## src/rtl/popcount_pkg.sv

```systemverilog
// popcount_pkg: shared FSM state type and arithmetic helpers for the popcount accumulator
package popcount_pkg;
  typedef enum logic [1:0] {IDLE, ACCUM, HOLD} state_t;
  function automatic int cnt_w(input int w);
    return $clog2(w + 1);
  endfunction
  // Returns {overflow, value}; value is clamped to 2^w-1 (w <= 32)
  function automatic logic [32:0] sat_add(input logic [31:0] a, input logic [31:0] b, input int unsigned w);
    logic [32:0] s, m;
    s = {1'b0, a} + {1'b0, b};
    m = (33'd1 << w) - 33'd1;
    return (s > m) ? {1'b1, m[31:0]} : {1'b0, s[31:0]};
  endfunction
endpackage

```

## src/rtl/popcount_comb.sv

```systemverilog
// popcount_comb: combinational population count of a WIDTH-bit word
module popcount_comb #(
  parameter int WIDTH = 4,
  parameter int CNT_W = 3
) (
  input  logic [WIDTH-1:0] data_i,
  output logic [CNT_W-1:0] cnt_o
);
  always_comb begin
    cnt_o = '0;
    for (int i = 0; i < WIDTH; i++) cnt_o = cnt_o + CNT_W'(data_i[i]);
  end
endmodule

```

## src/rtl/popcount_accum.sv

```systemverilog
// popcount_accum: per-word popcount plus saturating per-frame total over valid/ready; POPCOUNT_ONEHOT_EN adds word_onehot
module popcount_accum
  import popcount_pkg::*;
#(
  parameter int WIDTH = 4,
  parameter int ACC_W = 8,
  localparam int CNT_W = cnt_w(WIDTH)
) (
  input  logic             clk,
  input  logic             rst,
  input  logic             in_valid,
  output logic             in_ready,
  input  logic [WIDTH-1:0] in_data,
  input  logic             in_last,
  output logic             word_valid,
  output logic [CNT_W-1:0] word_cnt,
`ifdef POPCOUNT_ONEHOT_EN
  output logic [WIDTH:0]   word_onehot,
`endif
  output logic             sum_valid,
  input  logic             sum_ready,
  output logic [ACC_W-1:0] sum_data,
  output logic             sum_ovf
);
  state_t state_q, state_d;
  logic [ACC_W-1:0] acc_q, acc_d;
  logic ovf_q, ovf_d;
  logic [CNT_W-1:0] word_cnt_q;
  logic word_valid_q;
  logic [CNT_W-1:0] cnt;
  logic [32:0] sum_w;
  logic accept, consume;
  popcount_comb #(.WIDTH(WIDTH), .CNT_W(CNT_W)) u_cnt (.data_i(in_data), .cnt_o(cnt));
  assign in_ready   = (state_q != HOLD);
  assign sum_valid  = (state_q == HOLD);
  assign sum_data   = sum_valid ? acc_q : '0;
  assign sum_ovf    = sum_valid & ovf_q;
  assign word_cnt   = word_cnt_q;
  assign word_valid = word_valid_q;
  always_comb begin
    accept  = in_valid & in_ready;
    consume = sum_valid & sum_ready;
    sum_w   = sat_add(32'(acc_q), 32'(cnt), ACC_W);
    state_d = consume ? IDLE : accept ? (in_last ? HOLD : ACCUM) : state_q;
    acc_d   = consume ? '0 : accept ? ACC_W'(sum_w[31:0]) : acc_q;
    ovf_d   = consume ? 1'b0 : accept ? (ovf_q | sum_w[32]) : ovf_q;
  end
  always_ff @(posedge clk) begin
    if (rst) begin
      state_q      <= IDLE;
      acc_q        <= '0;
      ovf_q        <= 1'b0;
      word_cnt_q   <= '0;
      word_valid_q <= 1'b0;
    end else begin
      state_q      <= state_d;
      acc_q        <= acc_d;
      ovf_q        <= ovf_d;
      word_valid_q <= accept;
      if (accept) word_cnt_q <= cnt;
    end
  end
`ifdef POPCOUNT_ONEHOT_EN
  logic [WIDTH:0] onehot_q;
  assign word_onehot = onehot_q;
  always_ff @(posedge clk) begin
    if (rst) onehot_q <= (WIDTH+1)'(1);
    else if (accept) onehot_q <= (WIDTH+1)'(1) << cnt;
  end
`endif
endmodule

```

## config.mk

```make
export PLATFORM = sky130hd
export DESIGN_NAME = popcount_accum
export DESIGN_NICKNAME = d
export VERILOG_FILES = /design/src/rtl/popcount_pkg.sv /design/src/rtl/popcount_comb.sv /design/src/rtl/popcount_accum.sv
export SDC_FILE = /design/constraint.sdc
export NUM_CORES = 1
export LEC_CHECK = 0
export ABC_AREA = 1
export CAP_MARGIN = 20
export CORE_AREA = 4 4 54 56
export DETAILED_ROUTE_END_ITERATION = 10
export DIE_AREA = 0 0 58 60
export GPL_ROUTABILITY_DRIVEN = 0
export GPL_TIMING_DRIVEN = 0
export PLACE_DENSITY_LB_ADDON = 0.15
export RECOVER_POWER = 50
export SYNTH_ARGS = -nofsm -noshare
export SYNTH_HDL_FRONTEND = slang
export SYNTH_SLANG_ARGS = --single-unit
```

## constraint.sdc

```tcl
create_clock -name clk -period 3.5 [get_ports clk]
set_clock_uncertainty 0.05 [all_clocks]
set_input_delay 0.7 -clock clk [delete_from_list [all_inputs] [get_ports clk]]
set_output_delay 0.7 -clock clk [all_outputs]
set_load 0.1 [all_outputs]
```

==> run summary, run 1 <==
* 0.238 — Clk pwr share
* 0.29 ns — clock latency at the later pin of the worst-skew pair
* 10 — maximum fanout along the worst path
* 0.09 ns — clock-pin transition on the worst setup and hold timing paths
* 15 — number of sinks driven by the clock tree
* 958 µm² — netlist area before placement
* 60 µm — Die Height
* 3660 µm — global-route wire length before repair
* dfxtp_1 — Synth area leader
* 0.00123 mm² — placed cell areas
* flop — startpoint class of the critical path
* 0.346 — headroom to the max-slew limit
* 0.128 — share of cells above drive strength 1
* 2.75 ns — CP Data Required Time
* 348 mW/mm² — power per standard cell area
* 24 — IO Count
* 0 — number of buffers inserted to repair setup after CTS
* 0 — Async SR Flop Fraction
* 0.00243 mm² — Core Region
* 2.37 ns — Worst EP arrival
* 0.434 — sequential share of power
* 0.313 — sequential cell area fraction in the yosys report
* dfxtp_1 — most used flip-flop cell after synthesis
* 2 — count of cells along the worst hold path
* output pin — CP endpoint kind
* 248 — fillers
* 0.417 ns — worst hold slack
* 7.43 µm² — Avg Cell Area, Syn
* 18 — std cell rows
* 6 — Worst Reg-to-Reg Cells
* 0 — sum of overflow across all layers after global routing
* 3.12 ns — Final Critical Period
* 0.321 GHz — highest achievable clock rate
* reg -> reg — classification of the worst-slack hold path
* 1 — total number of H-tree levels
* 11 — largest net degree at the start of global routing
* 844 — total via count in the routed design
* 0 — reported max-cap violation count
* 0.377 — Switching Share
* dfxtp_1 31%, inv_1 9.4%, nand2_1 9.0% — largest cells by area after synthesis
* 0 — cts repair resizes
* 4 — Pre-antenna DRT Iters
* 58 µm — Die Wd
* 0.269 mW — cell-internal power
* 0 — antenna violation net count after detailed routing
* 0 — antenna violations before repair
* 0 — Fin. Hold Viols
* 0 — number of hold buffers added after CTS
* 1620 µm — sum of net half-perimeters after detailed placement
* 11.0 µm — detailed-route wire length per cell
* clkbuf_4 — Clock Root Buffer
* 0 — Inserted Diodes
* 29.4% — synth-to-layout area growth
* 4.54 — average via count per standard cell
* 3 — number of clock buffers inserted by TritonCTS
* inv_1 — cell with the most instances after synthesis
* 24 — Yosys cell types
* 837 — via count of the first global-routing pass
* 0 ns — setup TNS
* 0.313 — top-area cell type share of the netlist area
* 2050 µm — total length of routed wires
* 0.00348 mm² — die area
* 0.328 — proportion of power drawn by combinational gates
* 145 — net count after synthesis
* 23 — Port Buffers
* 0 — final setup fails
* 0.138 — total global routing track utilization
* reg -> out — critical path type
* 173 — Final #Nets
* 16 — Initial DRC Count
* no — unrepaired setup endpoints after global routing
* 2 — Clock Tree Buf Depth
* 0.978 ns — Least-Margin Pin Slew
* 0.271 mV — VDD IR-drop max
* built — clock tree from TritonCTS
* 0 — number of synthesized flops with an enable pin
* 0.163 mW — Psw
* 0.00124 mm² — final std cell area, no fill
* 0 — remaining routing DRC violations
* 0.394 — starting density of the core
* 0.577 nW — Lkg Pwr
* 1.66 ns — flop2flop setup slack
* finished clean — outcome
* 15 — register bit count reported by yosys
* 0 — Yosys warning total
* 0.891 — Final period util
* 24 x inv_1, 23 x nand2_1, 15 x dfxtp_1, 15 x nor2_1 — top cells by count, synth
* 129 — Synth Instances
* 0 — Max Slew Vio Count
-- power groups by stage --
stage / clock network [mW] / logic [mW] / registers [mW]
final: 0.103 / 0.141 / 0.187
after global routing: 0.111 / 0.160 / 0.188
after CTS: 0.106 / 0.149 / 0.188
after detailed placement: 0 / 0.149 / 0.192
after global placement: 0 / 0.147 / 0.191
after floorplan: 0 / 0.0838 / 0.219
-- flip-flops by register name (all words and copies together) (netlist names) --
| signal | cells |
|---|---|
| acc_q | 8 |
| word_cnt | 3 |
| state_q | 2 |
| ovf_q | 1 |
| word_valid | 1 |
-- critical path: stages (launching register included) --
cell and delay [ns]:
dfxtp_1 0.35, inv_2 0.05, nor2_4 0.13, inv_2 0.06, buf_2 0.19, nor2_1 0.10
dlygate4sd3_1 1.20
-- cells by family (layout without fill, tap and decap cells) --
kind of cell	Yosys count	count (layout)	share of synthesized area
simple gates	56	56	0.311
flops	15	15	0.313
fa+ha+maj	7	7	0.107
buf+inv	32	59	0.138
xor+xnor	1	1	0.00914
compound gates	18	18	0.121
-- cell usage in the layout (no fill, tap or decap), drive strengths merged --
master | Yosys | final
buf | 3 | 1
clkbuf | 0 | 6
inv | 29 | 28
xnor2 | 1 | 1
nand4 | 1 | 1
clkinvlp | 0 | 1
fa | 2 | 2
nand3 | 12 | 12
o21ai | 9 | 9
ha | 5 | 5
a21oi | 9 | 9
nand2 | 24 | 24
clkdlybuf4s50 | 0 | 14
dlygate4sd3 | 0 | 9
nor2 | 17 | 17
dfxtp | 15 | 15
nor3 | 2 | 2
-- routing by layer --
| metal | part of all wire | vias to the layer above | GRT usage |
|---|---|---|---|
| met5 | 0 | - | 0 |
| met2 | 0.48 | 16 | 0.242 |
| li1 | - | 454 | - |
| met3 | 0.041 | 2 | 0.0281 |
| met1 | 0.46 | 372 | 0.166 |
| met4 | 0.0097 | 0 | 0.0497 |
-- area by class of cell --
type / count / area, µm² / share of cell area
multi-input combinational: 82 / 523 / 0.422
buffer: 3 / 12.5 / 0.0101
tap: 30 / 37.5 / 0.0303
sequential: 15 / 300 / 0.242
timing repair buffer: 23 / 230 / 0.186
clock buffer: 4 / 26.3 / 0.0212
inverter: 29 / 110 / 0.0888
-- final timing paths --
check,from,endpoint
setup / recovery,state_q[1],sum_ovf
hold / removal,ovf_q,ovf_q
setup reg to reg,state_q[0],acc_q[0]
hold reg to reg,ovf_q,ovf_q
-- metrics by stage --
step	total power [mW]	util	setup WS (ns)	std cells
5_1_grt	0.459	0.510	0.198	186
2_1_floorplan	0.303	-	0.0576	129
6_report	0.432	0.510	0.381	186
3_5_place_dp	0.340	0.504	0.127	182
3_3_place_gp	0.338	0.504	0.138	182
4_1_cts	0.443	0.515	0.404	186
Power figures use the tool's default switching activity.
==> inputs of run 2 (changes only) <==
--- a/config.mk
+++ b/config.mk
@@ -8,12 +8,13 @@
 export ABC_AREA = 1
 export CAP_MARGIN = 20
 export CORE_AREA = 4 4 54 56
+export CTS_CLUSTER_SIZE = 28
 export DETAILED_ROUTE_END_ITERATION = 10
 export DIE_AREA = 0 0 58 60
 export GPL_ROUTABILITY_DRIVEN = 0
 export GPL_TIMING_DRIVEN = 0
 export PLACE_DENSITY_LB_ADDON = 0.15
-export RECOVER_POWER = 50
+export RECOVER_POWER = 25
 export SYNTH_ARGS = -nofsm -noshare
 export SYNTH_HDL_FRONTEND = slang
 export SYNTH_SLANG_ARGS = --single-unit
==> run 2 against run 1 <==
Largest power group unchanged. Worst hold slack hardly changed. Clock power hardly changed. Largest cell class unchanged. Total power is 0.66% higher. Sequential share of layout area hardly changed. Register-to-register slack hardly changed. Utilization is 0.10 points higher. Die area stayed put. Count of clock-buffer cells in the layout stayed put. Via count stayed put. Combinational power hardly changed.
==> run summary, run 2 (same netlist as run 1, synthesis figures left out) <==
* 0.325 GHz — highest achievable clock rate
* 0.135 — share of cells above drive strength 1
* no — unrepaired setup endpoints after global routing
* 837 — via count of the first global-routing pass
* 0 — antenna violations before repair
* 2 — count of cells along the worst hold path
* 350 mW/mm² — power per standard cell area
* reg -> out — critical path type
* 844 — total via count in the routed design
* 18 — std cell rows
* 4 — Pre-antenna DRT Iters
* 11 — largest net degree at the start of global routing
* 3 — number of clock buffers inserted by TritonCTS
* 24 — IO Count
* 60 µm — Die Height
* acc_q — Largest Register
* output pin — CP endpoint kind
* built — clock tree from TritonCTS
* 0 — Max Slew Vio Count
* 3.07 ns — Final Critical Period
* inv_1 — most common cell after layout, fill and taps aside
* clkbuf_4 — Clock Root Buffer
* 3660 µm — global-route wire length before repair
* 0 — Inserted Diodes
* 1 — total number of H-tree levels
* finished clean — outcome
* 2.32 ns — Worst EP arrival
* 6 — Worst Reg-to-Reg Cells
* 4.54 — average via count per standard cell
* 15 — number of sinks driven by the clock tree
* 0 — sum of overflow across all layers after global routing
* flop — startpoint class of the critical path
* 0.271 mV — VDD IR-drop max
* 0.00348 mm² — die area
* 24 x inv_1, 23 x nand2_1, 21 x clkdlybuf4s50_1 — most frequent cells in the layout
* 1620 µm — sum of net half-perimeters after detailed placement
* 2.75 ns — CP Data Required Time
* 16 — Initial DRC Count
* 23 — Port Buffers
* 0 ns — setup TNS
* 29.6% — synth-to-layout area growth
* 186 — final cell count without fillers
* 10 — maximum fanout along the worst path
* 2050 µm — total length of routed wires
* 0.138 — total global routing track utilization
* 0 — reported max-cap violation count
* 0.349 — headroom to the max-slew limit
* 0.09 ns — clock-pin transition on the worst setup and hold timing paths
* 0.973 ns — Least-Margin Pin Slew
* 0 — remaining routing DRC violations
* 58 µm — Die Wd
* 0.29 ns — clock latency at the later pin of the worst-skew pair
* 0 — antenna violation net count after detailed routing
* 0.00243 mm² — Core Region
* 0.878 — Final period util
* 0 — number of buffers inserted to repair setup after CTS
* 11.0 µm — detailed-route wire length per cell
* 0 — cts repair resizes
* reg -> reg — classification of the worst-slack hold path
* 0.564 nW — Lkg Pwr
* 0 — number of hold buffers added after CTS
* 0 — final setup fails
* 182 — placed cell count
* 0.394 — starting density of the core
* 0 — Fin. Hold Viols
* 173 — Final #Nets
* 2 — Clock Tree Buf Depth
* 8 — flip-flop count of the largest register after layout
run 2: power by group:
| group | switching [mW] | internal, mW | leakage (nW) |
|---|---|---|---|
| Combinational | 0.0988 | 0.0453 | 0.426 |
| Sequential | 0.00607 | 0.181 | 0.123 |
| Clock | 0.0588 | 0.0442 | 0.0150 |
| Total | 0.164 | 0.271 | 0.564 |
run 2: per-stage QoR:
| step | total power [mW] | setup slack [ns] | hold WS [ns] | util | area [µm²] |
|---|---|---|---|---|---|
| floorplan | 0.303 | 0.0576 | 0.386 | - | 958 |
| global placement | 0.338 | 0.138 | 0.397 | 0.504 | 1230 |
| detailed placement | 0.340 | 0.127 | 0.406 | 0.504 | 1230 |
| CTS | 0.443 | 0.404 | 0.420 | 0.515 | 1250 |
| global route | 0.462 | 0.229 | 0.449 | 0.511 | 1240 |
| finish | 0.435 | 0.426 | 0.417 | 0.511 | 1240 |
run 2: layer usage:
layer	track usage	routed length (µm)	share of wire
met2	0.242	993	0.48
met4	0.0497	20	0.0098
met1	0.166	953	0.46
met5	0	0	0
met3	0.0281	84	0.041
run 2: path summary, 6_finish.rpt:
check / from / endpoint / slack (ns)
setup / recovery: state_q[1] / sum_data[0] / 0.43
hold / removal: ovf_q / ovf_q / 0.42
setup reg to reg: state_q[0] / acc_q[0] / 1.66
hold reg to reg: ovf_q / ovf_q / 0.42
run 2: critical path, stage by stage (launching register included):
cell and delay (ns):
dfxtp_1 0.35, inv_2 0.05, nor2_4 0.13, inv_2 0.06, buf_2 0.19, nor2_1 0.12
clkdlybuf4s50_1 1.14
run 2: area by class of cell:
type	count	area, µm²
sequential	15	300
buffer	3	12.5
tap	30	37.5
fill	247	1190
timing repair buffer	23	230
clock buffer	4	26.3
inverter	29	110
multi-input combinational	82	526
